### src/rtl/stepper_pkg.sv
// Purpose: shared types and constants for the double-step stepper sequencer.
// Latency: n/a (types, constants and a pure lookup function only).
// Backpressure: n/a.
package stepper_pkg;

  // Sequencer FSM encoding.
  typedef enum logic [1:0] {
    WARMUP = 2'd0,
    IDLE   = 2'd1,
    RUN    = 2'd2,
    FINISH = 2'd3
  } seqState_t;

  // Command direction encoding: forward advances the electrical phase.
  localparam logic DIR_FWD = 1'b1;
  localparam logic DIR_REV = 1'b0;

  // Two-phase-on coil patterns {D,C,B,A}, indexed by electrical phase.
  localparam logic [3:0] DOUBLE_STEP_PATTERN [0:3] = '{
    4'b0011,  // phase 0: A+B
    4'b0110,  // phase 1: B+C
    4'b1100,  // phase 2: C+D
    4'b1001   // phase 3: D+A
  };

  function automatic logic [3:0] coilPattern(input logic [1:0] ph);
    return DOUBLE_STEP_PATTERN[ph];
  endfunction

endpackage

### src/rtl/sync_rise_detect.sv
// Purpose: synchronise an asynchronous level into clk and flag its rising edges.
// Latency: input rise -> rise pulse visible after SYNC_STAGES clk edges; pulse lasts one cycle.
// Backpressure: none; every synchronised rising edge produces exactly one pulse.
//
// Ports:
//   clk      system clock
//   reset    synchronous, active-high; clears the chain so no edge is seen at release
//   asyncIn  level from another clock domain (treated as data)
//   rise     one-cycle pulse on each synchronised 0->1 transition
module sync_rise_detect
  import stepper_pkg::*;
#(
  parameter int SYNC_STAGES = 2
) (
  input  logic clk,
  input  logic reset,
  input  logic asyncIn,
  output logic rise
);

  logic [SYNC_STAGES-1:0] syncChain;
  logic                   syncOutD;

  always_ff @(posedge clk) begin
    if (reset) begin
      syncChain <= '0;
      syncOutD  <= 1'b0;
    end else begin
      syncChain <= {syncChain[SYNC_STAGES-2:0], asyncIn};
      syncOutD  <= syncChain[SYNC_STAGES-1];
    end
  end

  // Edge detect on the synchronised level; both operands are flops, so the
  // pulse is glitch-free and can feed the sequencer FSM directly.
  assign rise = syncChain[SYNC_STAGES-1] & ~syncOutD;

endmodule

### src/rtl/stepper_double_step_sequencer.sv
// Purpose: drive a 28BYJ-48 unipolar stepper in two-phase-on sequence from a slow divided step clock.
// Latency: step_clk_in rise -> coils/phase update after SYNC_STAGES+1 clk edges; cmd_steps==0 -> done 2 cycles after accept.
// Backpressure: cmd_ready is low during warm-up, a move and its completion cycle; commands are taken only in IDLE.
//
// Ports:
//   clk          50 MHz system clock (the only clock in this block)
//   reset        synchronous, active-high
//   step_clk_in  divided step clock, asynchronous; sampled as data
//   cmd_valid    command request
//   cmd_ready    command can be accepted this cycle
//   cmd_dir      1 = forward (phase+1), 0 = reverse (phase-1)
//   cmd_steps    number of steps to execute
//   abort        terminate the move in progress (ignored outside RUN)
//   coils        coil drive {D,C,B,A}, 1 = energised
//   phase        current electrical phase (persists across moves)
//   steps_left   steps remaining in the current/last move
//   busy         move in progress
//   done         one-cycle pulse, move finished normally
//   aborted      one-cycle pulse, move terminated by abort
module stepper_double_step_sequencer
  import stepper_pkg::*;
#(
  parameter int STEP_CNT_W  = 16,
  parameter int SYNC_STAGES = 2,
  parameter bit HOLD_TORQUE = 1'b0
) (
  input  logic                  clk,
  input  logic                  reset,
  input  logic                  step_clk_in,
  input  logic                  cmd_valid,
  output logic                  cmd_ready,
  input  logic                  cmd_dir,
  input  logic [STEP_CNT_W-1:0] cmd_steps,
  input  logic                  abort,
  output logic [3:0]            coils,
  output logic [1:0]            phase,
  output logic [STEP_CNT_W-1:0] steps_left,
  output logic                  busy,
  output logic                  done,
  output logic                  aborted
);

  // Warm-up lasts SYNC_STAGES+1 cycles: long enough for a step clock that is
  // already high at reset release to flush through the synchroniser while
  // commands are still refused, so it never turns into a step.
  localparam int              WARM_W    = $clog2(SYNC_STAGES + 1);
  localparam logic [WARM_W-1:0] WARM_LAST = WARM_W'(SYNC_STAGES);

  seqState_t               state, stateNext;
  logic [WARM_W-1:0]       warmCnt, warmCntNext;
  logic [1:0]              phaseNext;
  logic [STEP_CNT_W-1:0]   stepsLeftNext;
  logic                    dirLatched, dirNext;
  logic                    abortEvent;
  logic [3:0]              coilsNext;
  logic                    stepRise;

  sync_rise_detect #(
    .SYNC_STAGES (SYNC_STAGES)
  ) uSyncRise (
    .clk     (clk),
    .reset   (reset),
    .asyncIn (step_clk_in),
    .rise    (stepRise)
  );

  // Next-state, phase counter and step down-counter.
  always_comb begin
    stateNext     = state;
    warmCntNext   = warmCnt;
    phaseNext     = phase;
    stepsLeftNext = steps_left;
    dirNext       = dirLatched;
    abortEvent    = 1'b0;

    case (state)
      WARMUP: begin
        if (warmCnt == WARM_LAST) begin
          stateNext = IDLE;
        end else begin
          warmCntNext = warmCnt + WARM_W'(1);
        end
      end

      IDLE: begin
        if (cmd_valid && cmd_ready) begin
          dirNext       = cmd_dir;
          stepsLeftNext = cmd_steps;
          // A zero-length move still reports completion, without moving.
          stateNext     = (cmd_steps == '0) ? FINISH : RUN;
        end
      end

      RUN: begin
        // Abort has priority over a coincident step pulse, including the last one.
        if (abort) begin
          stateNext  = IDLE;
          abortEvent = 1'b1;
        end else if (stepRise) begin
          phaseNext     = (dirLatched == DIR_FWD) ? phase + 2'd1 : phase - 2'd1;
          stepsLeftNext = steps_left - STEP_CNT_W'(1);
          if (steps_left == STEP_CNT_W'(1)) begin
            stateNext = FINISH;
          end
        end
      end

      FINISH: begin
        stateNext = IDLE;
      end
    endcase
  end

  // Coil decode. The final step of a move is shown on the coils for the
  // FINISH cycle; a zero-length move passes through FINISH without touching them.
  always_comb begin
    coilsNext = 4'b0000;
    if (stateNext == RUN || (state == RUN && stateNext == FINISH)) begin
      coilsNext = coilPattern(phaseNext);
    end else if (stateNext == FINISH) begin
      coilsNext = coils;
    end else if (HOLD_TORQUE && stateNext == IDLE) begin
      coilsNext = coilPattern(phaseNext);
    end
  end

  always_ff @(posedge clk) begin
    if (reset) begin
      state      <= WARMUP;
      warmCnt    <= '0;
      phase      <= 2'd0;
      steps_left <= '0;
      dirLatched <= DIR_FWD;
      coils      <= 4'b0000;
      busy       <= 1'b0;
      done       <= 1'b0;
      aborted    <= 1'b0;
      cmd_ready  <= 1'b0;
    end else begin
      state      <= stateNext;
      warmCnt    <= warmCntNext;
      phase      <= phaseNext;
      steps_left <= stepsLeftNext;
      dirLatched <= dirNext;
      coils      <= coilsNext;
      busy       <= (stateNext == RUN);
      cmd_ready  <= (stateNext == IDLE);
      // done is registered off FINISH itself, so it lands the cycle after FINISH is entered.
      done       <= (state == FINISH);
      aborted    <= abortEvent;
    end
  end

endmodule

### config.mk
export PLATFORM = sky130hd
export DESIGN_NAME = stepper_double_step_sequencer
export DESIGN_NICKNAME = d
export VERILOG_FILES = /design/src/rtl/stepper_pkg.sv /design/src/rtl/sync_rise_detect.sv /design/src/rtl/stepper_double_step_sequencer.sv
export SDC_FILE = /design/constraint.sdc
export NUM_CORES = 1
export LEC_CHECK = 0
export BUFFER_PORTS_ARGS = -buffer_cell sky130_fd_sc_hd__clkbuf_2
export CAP_MARGIN = 0
export CORE_MARGIN = 2
export CORE_UTILIZATION = 56
export CTS_CLUSTER_DIAMETER = 150
export DETAILED_ROUTE_END_ITERATION = 10
export PLACE_DENSITY_LB_ADDON = 0.1
export SLEW_MARGIN = 25
export SYNTH_ARGS = -nofsm -noshare
export SYNTH_HDL_FRONTEND = slang
export SYNTH_SLANG_ARGS = --single-unit
### constraint.sdc
create_clock -name clk -period 4.36 [get_ports clk]
set_input_delay 1.308 -clock clk [delete_from_list [all_inputs] [get_ports clk]]
set_output_delay 1.308 -clock clk [all_outputs]
set_load 0.01 [all_outputs]
== Word-level counts from Yosys, hierarchy flattened ==
Index checks and enable logic that the tools add are counted.

* Flip-flop bits (word level): 34
* Input bits: 22
* Logic and storage cells: 65

* Add/sub/neg operators: 4
* Magnitude comparators: 1
* Eq/ne operators: 12
* Multiplexer cells: 21
* Bitwise operators: 5
* Reductions and logical operators: 10

{| class="wikitable"
|+ Operator list
! cell !! count
|-
| 16-bit two-way mux || 3
|-
| 16-bit case mux with 2 select lines || 1
|-
| 2-bit two-way mux || 9
|-
| 16-bit by 1-bit equality test with 1-bit output, second input constant || 1
|-
| 16-bit logical NOT || 1
|-
| 4-bit two-way mux || 4
|-
| 16-bit by 1-bit subtractor with 16-bit output, second input constant || 1
|-
| 2-bit equality test, second input constant || 5
|-
| 4-bit binary-select mux with 2-bit select || 1
|-
| 2-bit case mux with 4 select lines || 1
|-
| 2-bit inequality test, second input constant || 3
|-
| 2-bit by 1-bit adder with 2-bit output, second input constant || 2
|-
| 2-bit by 1-bit equality test with 1-bit output, second input constant || 2
|-
| 2-bit AND reduction || 2
|-
| 4-bit AND reduction || 1
|-
| 3-bit >= comparator, second input constant || 1
|-
| 1-bit inverter || 3
|-
| 2-bit inverter with 3-bit output || 1
|-
| 1-bit logical AND || 2
|-
| 2-bit logical NOT || 1
|-
| 1-bit two-way mux || 2
|-
| 2-bit by 1-bit inequality test with 1-bit output, second input constant || 1
|-
| 2-bit nonzero test || 1
|-
| 2-bit OR reduction || 1
|-
| other kinds (3) || 3
|}

== Longest topological paths before layout ==
Gate-level depths: netlist (run 1).

* Word-level depth: 10
* Gate-level depth with buffers: 7
* Mapped depth without buffers: 7

== Cells and area by module ==
A second synthesis (run 1) with hierarchy kept.

* Cells, all modules: 221
* Area total of the unflattened synthesis: 1818.0 µm²

{| class="wikitable"
|+ By module, submodules not included
! module !! times used !! cells an instance !! area each (µm²) !! seq. area each (µm²)
|-
| stepper_double_step_sequencer || 1 || 214 || 1730.4 || 620.6
|-
| sync_rise_detect || 1 || 7 || 87.6 || 60.1
|}

== Worst setup path before layout (run 1) ==
No wires, ideal clock.

* Path type: input-to-reg
* From: input abort
* To: register steps_left[3]
* Arrival time: 2361 ps
* Slack: 1872 ps
* Cell stages on the path: 6
* Buffers on the path: 1
* Path through: nor3b_2 a21o_1 buf_2 o21ai_0 a21oi_1 nor2_1

* Word-level cells in the longest chain between the ends: 2

{| class="wikitable"
|+ RTL lines
! item !! line !! source
|-
| start, declared || stepper_double_step_sequencer.sv:34 || <nowiki>input logic abort,</nowiki>
|-
| 2-bit inequality test (no source line) || n/a ||
|-
| 4-bit AND reduction (no source line) || n/a ||
|-
| end signal, assigned || stepper_double_step_sequencer.sv:143 || <nowiki>steps_left <= stepsLeftNext;</nowiki>
|-
| end, declared || stepper_double_step_sequencer.sv:37 || <nowiki>output logic [STEP_CNT_W-1:0] steps_left,</nowiki>
|}

No other way between the ends.
A chain may end at the register's enable or synchronous reset.

== Worst setup path in the final report (run 1) ==
* From: input abort
* To: register steps_left[6]

The elaborated chain is that of the path after synthesis.

==> run_results.csv, run 1 <==
group,metric,value,unit
logic_synthesis,syn_avg_cell_area,8.02,sq um
grt,grt_first_pass_wirelength,6.87,mm
logic_synthesis,synth_top_area_share,38.0,%
grt,grt_usage,25.2,%
pwr,power_leakage,0.000859,uW
timing,period_needed,2560,ps
logic_synthesis,yosysSeqAreaShare,38.0,%
worst_setup_path,required,4590,ps
clocking,clock_latency,350,ps
final_layout,nFillCells,295,
pwr,cellPowerDensity,325,nW/um^2
timing,fin_skew,13.2,ps
die,start_util,58.6,%
timing,slew-limit-headroom,48.0,%
logic_synthesis,syn-num-nets,248,
worst_hold_path,worstHoldPathType,"register to register",
clocking,cts-resized-gates,0,
die,fp.dieH,60.5,um
outcome,status,"completed",
clocking,numCtsBuffers,5,
timing,drv_slew,0,
logic_synthesis,synthDistinctLibCells,50,
final_layout,drive_gt1_share,24.9,%
logic_synthesis,syn_area,1790,sq um
die,rows,20,
clocking,cts.clk_slew.worst_paths,110,ps
placed_design,gp_congestion,0.916,
grt,grt_use_met3,7.04,%
placed_design,place.port_buffers,47,
worst_setup_path,start_kind,"primary input",
logic_synthesis,synth_common_cells,"34 x dfxtp_1, 26 x nand2_1, 22 x a21oi_1, 20 x nor2_1, 12 x o21ai_0",
grt,busiest_layer,"met2",
routing,firstDrtPassIters,4,
pwr,switching_share,30.4,%
die,num_io_pins,48,
pwr,comb_power_share,20.3,%
logic_synthesis,synthFlopType,"dfxtp_1",
routing,drtIter0Drc,144,
worst_setup_path,worst_setup_path_end_kind,"register",
routing,ant_nets,0,
clocking,cts_setup_buffers,0,
final_layout,nets,289,
grt,grt_pass1_vias,1534,
timing,worstMarginPinSlew,781,ps
timing,rsz0062_at_grt,"no",
routing,drt-vias-per-instance,5.76,
routing,vias,1781,
logic_synthesis,synth_seq_cells,34,
logic_synthesis,ys_warn_count,0,
pwr,power.total,674,uW
logic_synthesis,syn_inst,223,
die,die_area,3660,sq um
timing,setup_viol,0,
pwr,p_clk_share,27.6,%
worst_setup_path,path_class,"primary input to register",
pwr,seqPwrFrac,52.0,%
logic_synthesis,synthTopCellsByArea,"dfxtp_1 38%, a21oi_1 6.2%, nand2_1 5.5%",
logic_synthesis,synth_largest_area_cell,"dfxtp_1",
worst_setup_path,cp_max_fo,12,
grt,use_met1,34.1,%
clocking,cts_root_buffer,"clkbuf_4",
grt,grt_antenna_before_repair,0,
routing,drc,0,
clocking,hold_buffers,0,
timing,hold_viol,0,
timing,period_share,58.7,%
final_layout,area_delta_synth_final,16.0,%
worst_setup_path,arrival,2790,ps
logic_synthesis,synth_most_common_cell,"dfxtp_1",
clocking,cts.path.max_buffers,2,
die,coreArea,3050,sq um
routing,wl_per_cell,13.9,um
clocking,h-tree-depth,2,
clocking,cts_tree,"built",
grt,grt_max_degree,34,
routing,wl,4.29,mm
final_layout,diodes,0,
run,max_cap_viol_count,0,
grt,met2_usage,38.8,%
clocking,cts.sinks,34,
logic_synthesis,synth_edf_count,0,
die,die_x,60.5,um
timing,fin_tns_setup,0,ps
timing,fmax,391,MHz
logic_synthesis,async_flop_share,0,%
pwr,peakVddDrop,0.211,mV
pwr,switching_power,205,uW
grt,grt-ovfl-total,0,
pwr,p_int,469,uW
placed_design,post-dp-hpwl,3.01,mm
through the flow:
step                utilization [%]  instance area (sq um)  cells  hold slack (ps)  setup WS, ps
floorplan                         -                   1790    223              414          1870
global placement               65.9                   2010    301              416          1510
detailed placement             65.9                   2010    301              438          1410
CTS                            67.9                   2070    309              459          1790
global route                   68.0                   2080    309              463          1600
finish                         68.0                   2080    309              455          1800
final timing paths:
check | startpoint | endpoint | depth (start not counted) | slack, ps
setup reg to reg | steps_left[0]$_SDFFE_PP0P_ | steps_left[12]$_SDFFE_PP0P_ | 7 | 2290
setup / recovery | abort | steps_left[6]$_SDFFE_PP0P_ | 6 | 1800
hold / removal | uSyncRise.syncChain[0]$_SDFF_PP0_ | uSyncRise.syncChain[1]$_SDFF_PP0_ | 1 | 460
hold reg to reg | uSyncRise.syncChain[0]$_SDFF_PP0_ | uSyncRise.syncChain[1]$_SDFF_PP0_ | 1 | 460
metal layers:
layer  up-vias  wire, um
li1        900         -
met1       807      1930
met2        67      2010
met3         7       282
met4         0        65
met5         -         0
area by class of cell:
type                       count  area [sq um]  share of cell area (%)
tap                           44          55.1                    2.65
inverter                       4          15.0                   0.723
multi-input combinational    172          1030                    49.6
clock buffer                   7          55.1                    2.65
clock inverter                 1          5.00                   0.241
sequential                    34           681                    32.8
timing repair buffer          47           235                    11.3
registers in the layout, indices dropped and copies added (netlist names):
register	cells
busy	1
uSyncRise.syncOutD	1
cmd_ready	1
phase	2
uSyncRise.syncChain	2
steps_left	16
state	2
warmCnt	2
coils	4
done	1
aborted	1
dirLatched	1
cells in the final DEF (no fill, tap or decap), types with 4 or more instances in the layout:
cell | synthesis | routed
clkbuf_4 | 0 | 5
clkbuf_2 | 0 | 47
nand3_1 | 10 | 10
a21oi_1 | 22 | 22
dfxtp_1 | 34 | 34
nor2b_1 | 6 | 6
nor4_1 | 9 | 9
o21ai_0 | 12 | 12
nand2_1 | 26 | 26
a21o_1 | 5 | 5
a31oi_1 | 5 | 5
inv_1 | 4 | 4
nor3_1 | 5 | 5
nor2_1 | 20 | 20
power groups by stage:
| stage | sequential [uW] | combinational (uW) | clock [uW] |
|---|---|---|---|
| detailed placement | 358 | 135 | 0 |
| floorplan | 356 | 97.5 | 0 |
| global route | 353 | 152 | 204 |
| global placement | 356 | 134 | 0 |
| CTS | 351 | 136 | 190 |
| finish | 351 | 137 | 186 |
cells by family (layout without fill, tap and decap cells):
| logic type | count (synthesis) | count (layout) | synth area share [%] |
|---|---|---|---|
| buffers and inverters | 17 | 59 | 4.55 |
| and+or+nand+nor | 102 | 102 | 30.9 |
| xor gates and xnor gates | 3 | 3 | 1.47 |
| DFF | 34 | 34 | 38.0 |
| AOI/OAI and AO/OA | 63 | 63 | 22.4 |
| muxes | 1 | 1 | 0.559 |
| adders and majority gates | 3 | 3 | 2.10 |
critical path, cell delays in order:
cell and delay, ps:
clkbuf_2 90, nor3b_2 520, a21o_1 450, o21ai_0 160, a2bb2oi_1 210, nor2_1 50
No activity file was read; power rests on OpenSTA's default activity.
==> run 2: changes to the inputs <==
- CORE_UTILIZATION: 56 -> 52
- clock period: 4.36 -> 2.5 ns (I/O delays scaled with it)
==> run 2 against run 1 <==
Sequential power up 75%. Count of clock-buffer cells in the layout down 1. Register-to-register slack worse by 1800 ps. Flip-flop and latch count unchanged. Via count up 0.90%. Setup slack worse by 1300 ps. Die area up 7.2%. Critical path depth up 1. Hold slack better by 2.7 ps. Final cell count up 2.6%. Largest cell class unchanged.
==> run_results.csv, run 2 (same netlist as run 1, synthesis figures left out) <==
group,metric,value,unit
outcome,status,"completed",
pwr,cellPowerDensity,646,nW/um^2
grt,grt_pass1_vias,1636,
final_layout,mostFrequentLayoutCells,"47 x clkbuf_2, 34 x dfxtp_1, 26 x nand2_1, 22 x a21oi_1, 20 x nor2_1",
routing,wl_per_cell,14.0,um
final_layout,area_delta_synth_final,21.4,%
timing,setup_viol,0,
clocking,cts_setup_buffers,0,
die,die_x,62.7,um
worst_setup_path,worst_setup_path_end_kind,"register",
clocking,clock_latency,360,ps
final_layout,nets,295,
timing,setup_ws,458,ps
worst_setup_path,required,2790,ps
worst_hold_path,worstHoldPathType,"register to register",
timing,worstMarginPinSlew,800,ps
final_layout,reg_top3,"steps_left: 16 flops, coils: 4 flops",
die,start_util,54.0,%
final_layout,top_register,"steps_left",
final_layout,final_util,65.6,%
placed_design,dpl_worst_slack,325,ps
routing,firstDrtPassIters,4,
grt,grt-ovfl-total,0,
worst_setup_path,arrival,2330,ps
clocking,hold_buffers,0,
die,die_area,3930,sq um
pwr,peakVddDrop,0.413,mV
clocking,cts.path.max_buffers,2,
routing,vias,1797,
placed_design,post-dp-hpwl,3.14,mm
worst_setup_path,cp_max_fo,8,
clocking,cts.clk_slew.worst_paths,120,ps
timing,hold_viol,0,
final_layout,drive_gt1_share,26.6,%
final_layout,largest_reg_flops,16,
routing,drtIter0Drc,182,
timing,period_needed,2040,ps
placed_design,gp_congestion,0.964,
timing,drv_slew,0,
worst_setup_path,path_class,"register to register",
clocking,cts_tree,"built",
clocking,numCtsBuffers,5,
timing,fin_tns_setup,0,ps
run,max_cap_viol_count,0,
grt,grt_first_pass_wirelength,7.73,mm
timing,whs,458,ps
die,coreArea,3310,sq um
die,fp.dieH,62.7,um
final_layout,diodes,0,
routing,ant_nets,0,
timing,slew-limit-headroom,46.6,%
placed_design,place.port_buffers,47,
clocking,cts-resized-gates,0,
grt,grt_usage,24.5,%
timing,period_share,81.7,%
final_layout,final_common_cell,"clkbuf_2",
die,num_io_pins,48,
die,rows,21,
grt,grt_max_degree,22,
routing,drc,0,
clocking,cts_root_buffer,"clkbuf_4",
clocking,cts.sinks,34,
clocking,h-tree-depth,2,
worst_setup_path,start_kind,"register",
pwr,power_leakage,0.000910,uW
timing,fin_skew,11.3,ps
timing,rsz0062_at_grt,"no",
routing,wl,4.45,mm
routing,drt-vias-per-instance,5.67,
timing,fmax,490,MHz
grt,grt_antenna_before_repair,0,
## run 2: worst max-delay path, stage by stage, from the launching register on
cell and delay, ps:
dfxtp_1 380, inv_1 100, ha_1 200, or3b_4 420, nor3_4 300, nand2_1 120, or3_1 310, a31oi_1 160
## run 2: area by class of cell
cell class,instances,area [sq um]
fill,319,1140
multi-input combinational,172,1030
sequential,34,681
timing repair buffer,53,280
clock inverter,2,60.1
tap,46,57.6
clock buffer,6,51.3
inverter,4,15.0
## run 2: worst paths after layout
check                                     from                           endpoint  slack (ps)  depth (start not counted)
max reg2reg         steps_left[0]$_SDFFE_PP0P_        steps_left[12]$_SDFFE_PP0P_         460                          7
min          uSyncRise.syncChain[0]$_SDFF_PP0_  uSyncRise.syncChain[1]$_SDFF_PP0_         460                          1
min reg2reg  uSyncRise.syncChain[0]$_SDFF_PP0_  uSyncRise.syncChain[1]$_SDFF_PP0_         460                          1
max                 steps_left[0]$_SDFFE_PP0P_        steps_left[12]$_SDFFE_PP0P_         460                          7
## run 2: report_power, final
| group | switching (uW) | internal [uW] |
|---|---|---|
| Clock | 204 | 339 |
| Combinational | 138 | 110 |
| Sequential | 35.5 | 577 |
| Total | 378 | 1030 |
## run 2: routing by layer
layer  global-route usage [%]  routed length [um]  part of all wire [%]
met1                     32.0                1990                    45
met2                     39.7                2070                    46
met3                     6.31                 344                   7.7
met4                     7.50                  48                   1.1
met5                        0                   0                     0
## run 2: through the flow
stage          cell area, sq um  total power, uW  cells
3_5_place_dp               2060              869    309
5_1_grt                    2170             1470    317
3_3_place_gp               2060              863    309
6_report                   2170             1400    317
4_1_cts                    2170             1400    317
2_1_floorplan              1790              791    223
==> run 3: changes to the inputs <==
- clock period: 2.5 -> 1.9 ns (I/O delays scaled with it)
==> run 3 against run 2 <==
Sequential power up 31%. Combinational power up 59%. Final area increased by 7.0%. Final cell count up 7.3%. Critical path depth unchanged. Largest power group unchanged. Maximum frequency up 13%. Via count up 5.6%. Critical path type unchanged. Clock skew shrank 6.5 ps. First-iteration DRC count rose by 10%. Sequential share of layout area decreased by 1.8 points. Clock power down 28%. Largest cell class unchanged.
==> run_results.csv, run 3 (same netlist as run 1, synthesis figures left out) <==
group,metric,value,unit
final_layout,area_delta_synth_final,29.9,%
timing,fin_skew,4.82,ps
die,num_io_pins,48,
routing,vias,1898,
final_layout,nets,319,
die,die_area,3930,sq um
clocking,h-tree-depth,2,
grt,grt_max_degree,22,
grt,grt_first_pass_wirelength,7.67,mm
routing,wl,4.64,mm
final_layout,largest_reg_flops,16,
outcome,status,"completed",
placed_design,place.port_buffers,47,
worst_setup_path,cp_cell_sequence,"inv_2, ha_4, or3b_4, nor3_4, nand2_2, or3_1, a31oi_1",
placed_design,placed_cell_area,2220,sq um
clocking,cts.clk_slew.worst_paths,110,ps
die,start_util,54.0,%
worst_setup_path,cp_max_fo,3,
timing,setup_viol,0,
worst_setup_path,required,2180,ps
clocking,numCtsBuffers,5,
pwr,power_leakage,0.000995,uW
clocking,cts.sinks,34,
final_layout,final_cells,340,
timing,setup_ws,90.7,ps
timing,worstMarginPinSlew,432,ps
routing,ant_nets,0,
placed_design,dp.cells,330,
final_layout,mostFrequentLayoutCells,"47 x clkbuf_2, 32 x dfxtp_1, 29 x buf_4, 25 x nand2_1, 21 x a21oi_1",
die,rows,21,
timing,fin_tns_setup,0,ps
grt,grt_antenna_before_repair,0,
worst_setup_path,slowest_stage,"or3b_4",
grt,grt_usage,24.5,%
final_layout,finish.instance_area,2320,sq um
placed_design,post-dp-hpwl,3.49,mm
placed_design,gp_congestion,0.887,
clocking,cts_root_buffer,"clkbuf_4",
timing,rsz0062_at_grt,"yes",
routing,drc,0,
clocking,clock_latency,340,ps
routing,drtIter0Drc,201,
routing,firstDrtPassIters,5,
final_layout,nFillCells,311,
die,fp.dieH,62.7,um
timing,drv_slew,0,
die,coreArea,3310,sq um
final_layout,top_register,"steps_left",
timing,period_share,95.2,%
final_layout,diodes,0,
grt,grt-ovfl-total,0,
worst_setup_path,arrival,2090,ps
placed_design,dpl_worst_slack,-80.1,ps
worst_setup_path,start_kind,"register",
pwr,cellPowerDensity,683,nW/um^2
final_layout,reg_top3,"steps_left: 16 flops, coils: 4 flops",
final_layout,final_common_cell,"clkbuf_2",
routing,drt-vias-per-instance,5.58,
worst_setup_path,path_class,"register to register",
clocking,cts_tree,"built",
final_layout,final_util,70.2,%
worst_hold_path,worstHoldPathType,"primary input to register",
pwr,peakVddDrop,0.498,mV
die,die_x,62.7,um
run,max_cap_viol_count,0,
routing,wl_per_cell,13.6,um
timing,slew-limit-headroom,70.9,%
clocking,cts.path.max_buffers,2,
final_layout,drive_gt1_share,34.7,%
worst_setup_path,critPathMaxStageDelay,400,ps
timing,hold_viol,0,
timing,fmax,553,MHz
worst_setup_path,worst_setup_path_end_kind,"register",
timing,period_needed,1810,ps
grt,grt_pass1_vias,1685,
run 3: worst paths after layout:
check | startpoint | to | slack (ps) | cells after the start
worst max register to register | steps_left[0]$_SDFFE_PP0P_ | steps_left[12]$_SDFFE_PP0P_ | 90 | 7
worst min register to register | uSyncRise.syncChain[0]$_SDFF_PP0_ | uSyncRise.syncChain[1]$_SDFF_PP0_ | 450 | 1
worst min-delay path | cmd_dir | dirLatched$_SDFFE_PP1P_ | 430 | 2
worst max-delay path | steps_left[0]$_SDFFE_PP0P_ | steps_left[12]$_SDFFE_PP0P_ | 90 | 7
run 3: metal layers:
layer  vias up  routed length [um]  GRT usage [%]
met3        12                 293           5.05
met5         -                   0              0
met4         0                 116           9.72
met1       863                2040           31.6
li1        957                   -              -
met2        66                2190           40.2
run 3: repair_timing:
item | 4_1_cts | 5_1_grt
setup buffers | 0 | 3
resized for setup | 0 | 13
hold buffers | 0 | 0
endpoints found under the setup margin | 0 | 4
run 3: critical path, delay by kind of cell, from the launching register on:
kind | cells | cell delay [ps]
compound gates | 1 | 160
fa+ha+maj | 1 | 130
buf+inv | 1 | 80
flops | 1 | 350
simple gates | 4 | 1020
run 3: cell type report:
cell class | count | area (sq um) | share of cell area [%]
multi-input combinational | 172 | 1050 | 45.0
sequential | 34 | 686 | 29.5
timing repair buffer | 77 | 464 | 20.0
tap | 46 | 57.6 | 2.48
clock buffer | 5 | 37.5 | 1.62
inverter | 4 | 17.5 | 0.754
clock inverter | 2 | 15.0 | 0.646
run 3: metrics by stage:
stage	power, uW	hold slack, ps
floorplan	1040	414
global placement	1190	416
detailed placement	1200	428
CTS	1580	417
global route	1670	420
finish	1590	430
run 3: power breakdown:
part	total [uW]	internal (uW)	switching, uW	leakage, uW
Combinational	395	199	196	0.000695
Sequential	802	758	43.4	0.000277
Clock	389	136	253	0.0000233
Total	1590	1090	493	0.000995
